==> config.mk <==
export PLATFORM = sky130hd
export DESIGN_NAME = if_id_queue_flat
export DESIGN_NICKNAME = d
export VERILOG_FILES = /design/src/rtl/if_id_queue_if.sv /design/src/rtl/if_id_queue.sv /design/src/flat_wrapper.sv
export SDC_FILE = /design/constraint.sdc
export NUM_CORES = 1
export LEC_CHECK = 0
export CORE_MARGIN = 10
export CORE_UTILIZATION = 35
export DETAILED_ROUTE_END_ITERATION = 8
export SETUP_SLACK_MARGIN = 0.05
export SLEW_MARGIN = 10
export SYNTH_ARGS = -nofsm -noshare
export SYNTH_HDL_FRONTEND = slang
export SYNTH_SLANG_ARGS = --single-unit
==> constraint.sdc <==
create_clock -name clk -period 15.2 [get_ports clk]
set_input_delay 2.28 -clock clk [delete_from_list [all_inputs] [get_ports clk]]
set_output_delay 2.28 -clock clk [all_outputs]
set_load 0.02 [all_outputs]
==> src/rtl/if_id_queue_if.sv <==
// rtl/if_id_queue_if.sv - fetch/decode handshake bundle for the IF/ID instruction queue
//
// Purpose: groups the fetch-side push port, the pipeline stall/flush controls and
//          the decode-side head port of if_id_queue.
// Parameter: DEPTH - queue depth; sets the width of count_out ($clog2(DEPTH)+1).
// Signals:
//   instr_in, pc_in, valid_in    fetch -> queue   pushed {pc, instr} and its valid
//   ready_out                    queue -> fetch   push accepted this cycle
//   cache_stall, hazard_stall    pipeline -> queue freeze / decode hold
//   flush                        pipeline -> queue discard all entries
//   instr_out, pc_out, valid_out queue -> decode  head entry
//   count_out                    queue -> decode  occupied entries
// Modports: master = fetch/pipeline side, slave = the queue.
interface if_id_queue_if #(
  parameter int DEPTH = 4
);
  localparam int CW = $clog2(DEPTH) + 1;

  logic [31:0]   instr_in;
  logic [31:0]   pc_in;
  logic          valid_in;
  logic          ready_out;
  logic          cache_stall;
  logic          hazard_stall;
  logic          flush;
  logic [31:0]   instr_out;
  logic [31:0]   pc_out;
  logic          valid_out;
  logic [CW-1:0] count_out;

  modport master (
    output instr_in, pc_in, valid_in, cache_stall, hazard_stall, flush,
    input  ready_out, instr_out, pc_out, valid_out, count_out
  );

  modport slave (
    input  instr_in, pc_in, valid_in, cache_stall, hazard_stall, flush,
    output ready_out, instr_out, pc_out, valid_out, count_out
  );
endinterface

==> src/rtl/if_id_queue.sv <==
// rtl/if_id_queue.sv - instruction queue between fetch and decode
//
// Purpose: circular buffer of {pc, instr} entries replacing the single IF/ID
//          register. Fetch pushes, decode pops the head. cache_stall freezes all
//          state, hazard_stall blocks only the pop, flush empties the queue.
// Parameter: DEPTH - entries, power of 2, >= 2.
// Optional feature macro: IFQ_BYPASS_EN - when defined, an instruction arriving at
//          an empty queue is presented to decode in the same cycle.
// Ports:
//   clk  in  rising-edge clock
//   rst  in  synchronous active-high reset
//   q    if_id_queue_if.slave - push port, stall/flush controls, head outputs
module if_id_queue #(
  parameter int DEPTH = 4
) (
  input  logic          clk,
  input  logic          rst,
  if_id_queue_if.slave  q
);
  localparam int PW = $clog2(DEPTH);
  localparam int CW = PW + 1;
  localparam logic [31:0] NOP = 32'h0000_0013;

  logic [63:0]   r_mem [DEPTH];
  logic [PW-1:0] r_rd_ptr;
  logic [PW-1:0] r_wr_ptr;
  logic [CW-1:0] r_count;

  logic w_empty;
  logic w_ready;
  logic w_bypass;
  logic w_valid;
  logic w_push;
  logic w_pop;
  logic w_write;
  logic w_deq;

  assign w_empty = (r_count == '0);
  assign w_ready = (r_count != CW'(DEPTH)) && !q.cache_stall;

`ifdef IFQ_BYPASS_EN
  assign w_bypass = w_empty && q.valid_in && !q.flush && !q.cache_stall;
`else
  assign w_bypass = 1'b0;
`endif

  assign w_valid = !w_empty || w_bypass;
  assign w_push  = q.valid_in && w_ready && !q.flush;
  assign w_pop   = w_valid && !q.hazard_stall && !q.cache_stall && !q.flush;

  // A bypassed instruction consumed by decode in the same cycle never lands in
  // storage; the pop then refers to that instruction, not to a stored entry.
  assign w_write = w_push && !(w_bypass && w_pop);
  assign w_deq   = w_pop && !w_bypass;

  always_ff @(posedge clk) begin
    if (rst || q.flush) begin
      r_rd_ptr <= '0;
      r_wr_ptr <= '0;
      r_count  <= '0;
    end else begin
      if (w_write) r_wr_ptr <= r_wr_ptr + PW'(1);
      if (w_deq)   r_rd_ptr <= r_rd_ptr + PW'(1);
      r_count <= r_count + CW'(w_write) - CW'(w_deq);
    end
  end

  // Storage needs no reset: contents are only visible while count is non-zero.
  always_ff @(posedge clk) begin
    if (!rst && w_write) r_mem[r_wr_ptr] <= {q.pc_in, q.instr_in};
  end

  always_comb begin
    q.instr_out = NOP;
    q.pc_out    = 32'h0;
    if (!w_empty) begin
      q.pc_out    = r_mem[r_rd_ptr][63:32];
      q.instr_out = r_mem[r_rd_ptr][31:0];
    end else if (w_bypass) begin
      q.pc_out    = q.pc_in;
      q.instr_out = q.instr_in;
    end
  end

  assign q.valid_out = w_valid;
  assign q.ready_out = w_ready;
  assign q.count_out = r_count;
endmodule
==> src/flat_wrapper.sv <==
// flat-port wrapper written by rule: the top's interface ports become plain ports
module if_id_queue_flat 
#(
  parameter int DEPTH = 4
)
  (clk, rst, q_instr_in, q_pc_in, q_valid_in, q_cache_stall, q_hazard_stall, q_flush, q_ready_out, q_instr_out, q_pc_out, q_valid_out, q_count_out);
  if_id_queue_if #(.DEPTH(DEPTH)) q_i ();
  input  logic clk;
  input  logic rst;
  input wire logic [$bits(q_i.instr_in)-1:0] q_instr_in;
  input wire logic [$bits(q_i.pc_in)-1:0] q_pc_in;
  input wire logic [$bits(q_i.valid_in)-1:0] q_valid_in;
  input wire logic [$bits(q_i.cache_stall)-1:0] q_cache_stall;
  input wire logic [$bits(q_i.hazard_stall)-1:0] q_hazard_stall;
  input wire logic [$bits(q_i.flush)-1:0] q_flush;
  output wire logic [$bits(q_i.ready_out)-1:0] q_ready_out;
  output wire logic [$bits(q_i.instr_out)-1:0] q_instr_out;
  output wire logic [$bits(q_i.pc_out)-1:0] q_pc_out;
  output wire logic [$bits(q_i.valid_out)-1:0] q_valid_out;
  output wire logic [$bits(q_i.count_out)-1:0] q_count_out;
  assign q_i.instr_in = q_instr_in;
  assign q_i.pc_in = q_pc_in;
  assign q_i.valid_in = q_valid_in;
  assign q_i.cache_stall = q_cache_stall;
  assign q_i.hazard_stall = q_hazard_stall;
  assign q_i.flush = q_flush;
  assign q_ready_out = q_i.ready_out;
  assign q_instr_out = q_i.instr_out;
  assign q_pc_out = q_i.pc_out;
  assign q_valid_out = q_i.valid_out;
  assign q_count_out = q_i.count_out;
  if_id_queue #(.DEPTH(DEPTH)) u_core (.clk(clk), .rst(rst), .q(q_i));
endmodule
==> impl_metrics.tcl <==
set metrics [dict create \
    worst-path-buf-inv 2 \
    worstHoldPathCells 2 \
    ant_nets 0 \
    worstReg2RegEnd "u_core.r_mem[3][3]" \
    grt_max_degree 65 \
    synthTopCellsByArea "edfxtp_1, mux4_2, and2_1" \
    rsz0062_at_grt "no" \
    peakVddDrop_uv 91.1 \
    ys_seq_elements 265 \
    cts_tree "done" \
    crit_top_cell "clkdlybuf4s50_1" \
    max_stage_delay_ns 0.61 \
    grt_first_pass_wirelength_um 32500 \
    fin_tns_setup_ns 0 \
    slew_headroom 0.276 \
    dp_cells 967 \
    fmax_ghz 0.173 \
    ios 139 \
    fin_cells 1018 \
    gp_congestion 0.711 \
    wl_per_cell_um 20.7 \
    crit_chain "clkdlybuf4s50_1 > nor2b_1 > clkdlybuf4s50_1" \
    synth.distinct_cells 30 \
    htree_num_levels 1 \
    total_power_w 0.00146 \
    grt_pass1_vias 5460 \
    power_density_nw_per_um2 114 \
    crit_required_ns 12.92 \
    cp-end-kind "primary output" \
    cts_buffers 28 \
    cts_buffer_depth 3 \
    avgViaCountPerCell 4.84 \
    fillCellCount 2464 \
    overflow 0 \
    yosysSeqAreaShare 0.769 \
    dp_hpwl_um 12200 \
    path_class "input pin to primary output" \
    synth_top_family_by_area "multiplexers" \
    tightest_slew_ns 1.09 \
    hold_ws_ns 0.469 \
    cp_data_arrival_time_ns 3.50 \
    synth-xor-area-share 0.00171 \
    netlist_area_sq_um 10200 \
    drt-initial-drc-count 220 \
    outcome "finished clean" \
    design.core.area_sq_um 28800 \
    dieWidth_um 191 \
    cp_max_fo 5 \
    min_period_ns 5.78 \
    row_count 62 \
    synth_warnings 0 \
    nets 690 \
    hold_path_class "register to register" \
    muxShareOfSynthArea 0.145 \
    yosys.area.top_type "edfxtp_1" \
    p_leak_nw 4.01 \
    io_buffers 138 \
    finalWirelength_um 21100 \
    synth-simple-area-share 0.0534 \
    startpoint_type "input pin" \
    reg2reg_from "u_core.q.count_out[1]" \
    num_vias 4932 \
    die_y_um 191 \
    track_usage 0.114 \
    antenna_found_initial 1 \
    setup_viol 0 \
    insertion_delay_ns 0.52 \
    start_util 0.356 \
    dieArea_sq_um 36500 \
    clkSinkCount 265 \
    crit_family "buffers and inverters" \
    root_buffer "clkbuf_16" \
    netlist.area_leader.share 0.751 \
    final_max_slew_viol_count 0 \
    hp-start "u_core.r_rd_ptr[1]" \
    drive_gt1_frac 0.179 \
    regToRegSetupSlack_ns 12.85 \
    synth-adder-area-share 0.00929 \
    postCtsSetupBuffers 0 \
    hold_buffers 0 \
    synthesis.nets 535 \
    syn_avg_cell_area_sq_um 22.4 \
    clk_transition_reported_paths_ns 0.05 \
    finClkSkew_ns 0.00554 \
    min_period_over_period 0.380 \
    critPathSlowestCell "clkdlybuf4s50_1" \
    rr_worst_depth 4 \
    area_growth_pct 25.2 \
    synth_compound_area_frac 0.000856 \
    maxCapViolCount 0 \
    drt-pass1-iter-count 7 \
    syn_inst 458 \
    cts_resized 0 \
    drc 0 \
    hold_viol 0 \
]
-- state kept, by name, indices dropped and copies added (netlist names), named ones only --
register            flops
u_core.r_wr_ptr         2
u_core.q.count_out      3
u_core.r_rd_ptr         2
u_core.r_mem          256
-- cell type report --
class	count	area, sq um	share of cell area
sequential	265	7880	0.615
multi-input combinational	166	2170	0.170
timing repair buffer	145	1430	0.112
clock buffer	36	752	0.0587
tap	384	480	0.0375
clock inverter	14	67.6	0.00527
inverter	7	26.3	0.00205
antenna	1	2.50	0.000195
-- through the flow --
stage               cell area [sq um]  setup slack [ns]   util
floorplan                       10200              7.32      -
global route                    12800              9.14  0.445
finish                          12800              9.42  0.445
detailed placement              12000              9.41  0.417
global placement                12000              9.41  0.417
CTS                             12800              9.28  0.445
-- synthesized netlist by cell type (all sizes together) --
library cell / count
nor3b: 4
and2: 63
xnor2: 2
edfxtp: 256
dfxtp: 9
clkbuf: 7
nor2b: 1
buf: 13
nand4b: 1
nand2: 7
nor4: 1
or3b: 1
ha: 6
mux4: 64
nor3: 2
nor2: 3
inv: 7
or2: 3
o311ai: 1
fa: 1
or3: 1
mux2i: 3
nand3: 2
-- kinds of logic (layout without fill, tap and decap cells) --
kind of cell,after synthesis,count (layout)
simple gates,89,89
other cells,0,1
xor+xnor,2,2
fa+ha+maj,7,7
buf+inv,27,202
flops,265,265
mux,67,67
compound gates,1,1
-- routing by layer --
| metal | track usage | wire length (um) |
|---|---|---|
| met4 | 0.0251 | 401 |
| met1 | 0.139 | 8450 |
| met3 | 0.0333 | 1550 |
| met2 | 0.196 | 10700 |
| met5 | 0 | 0 |
-- worst min-delay path, stage by stage, from the launching register on --
cell and delay (ns):
dfxtp_1 0.30, nand2_1 0.05, mux2i_1 0.07
-- worst max-delay path by stage --
stage / slack [ns] / cells after the start / startpoint / end
after floorplan: 7.32 / 3 / q_cache_stall / u_core.r_mem[1][0]
after global placement: 9.41 / 3 / q_cache_stall / q_ready_out
after detailed placement: 9.41 / 3 / q_cache_stall / q_ready_out
after CTS: 9.28 / 4 / register / q_instr_out[4]
after global routing: 9.14 / 4 / register / q_instr_out[4]
final: 9.42 / 3 / q_cache_stall / q_ready_out
-- layout by cell type (no fill, tap or decap), drive strengths merged, types with 2 or more instances in the layout --
cell type	n
nor3	2
nor2	3
dfxtp	9
clkinv	13
nor3b	4
clkdlybuf4s50	138
and2	63
buf	7
nand2	7
ha	6
mux4	64
mux2i	3
or2	3
edfxtp	256
nand3	2
clkbuf	36
xnor2	2
inv	7
-- power by group --
group | total [W] | switching (W) | internal, W
clock network | 0.000603 | 0.000257 | 0.000346
logic | 0.0000528 | 0.0000247 | 0.0000282
registers | 0.000806 | 0.00000129 | 0.000804
total | 0.00146 | 0.000283 | 0.00118
Note: power is estimated with default switching activity, not from simulation.
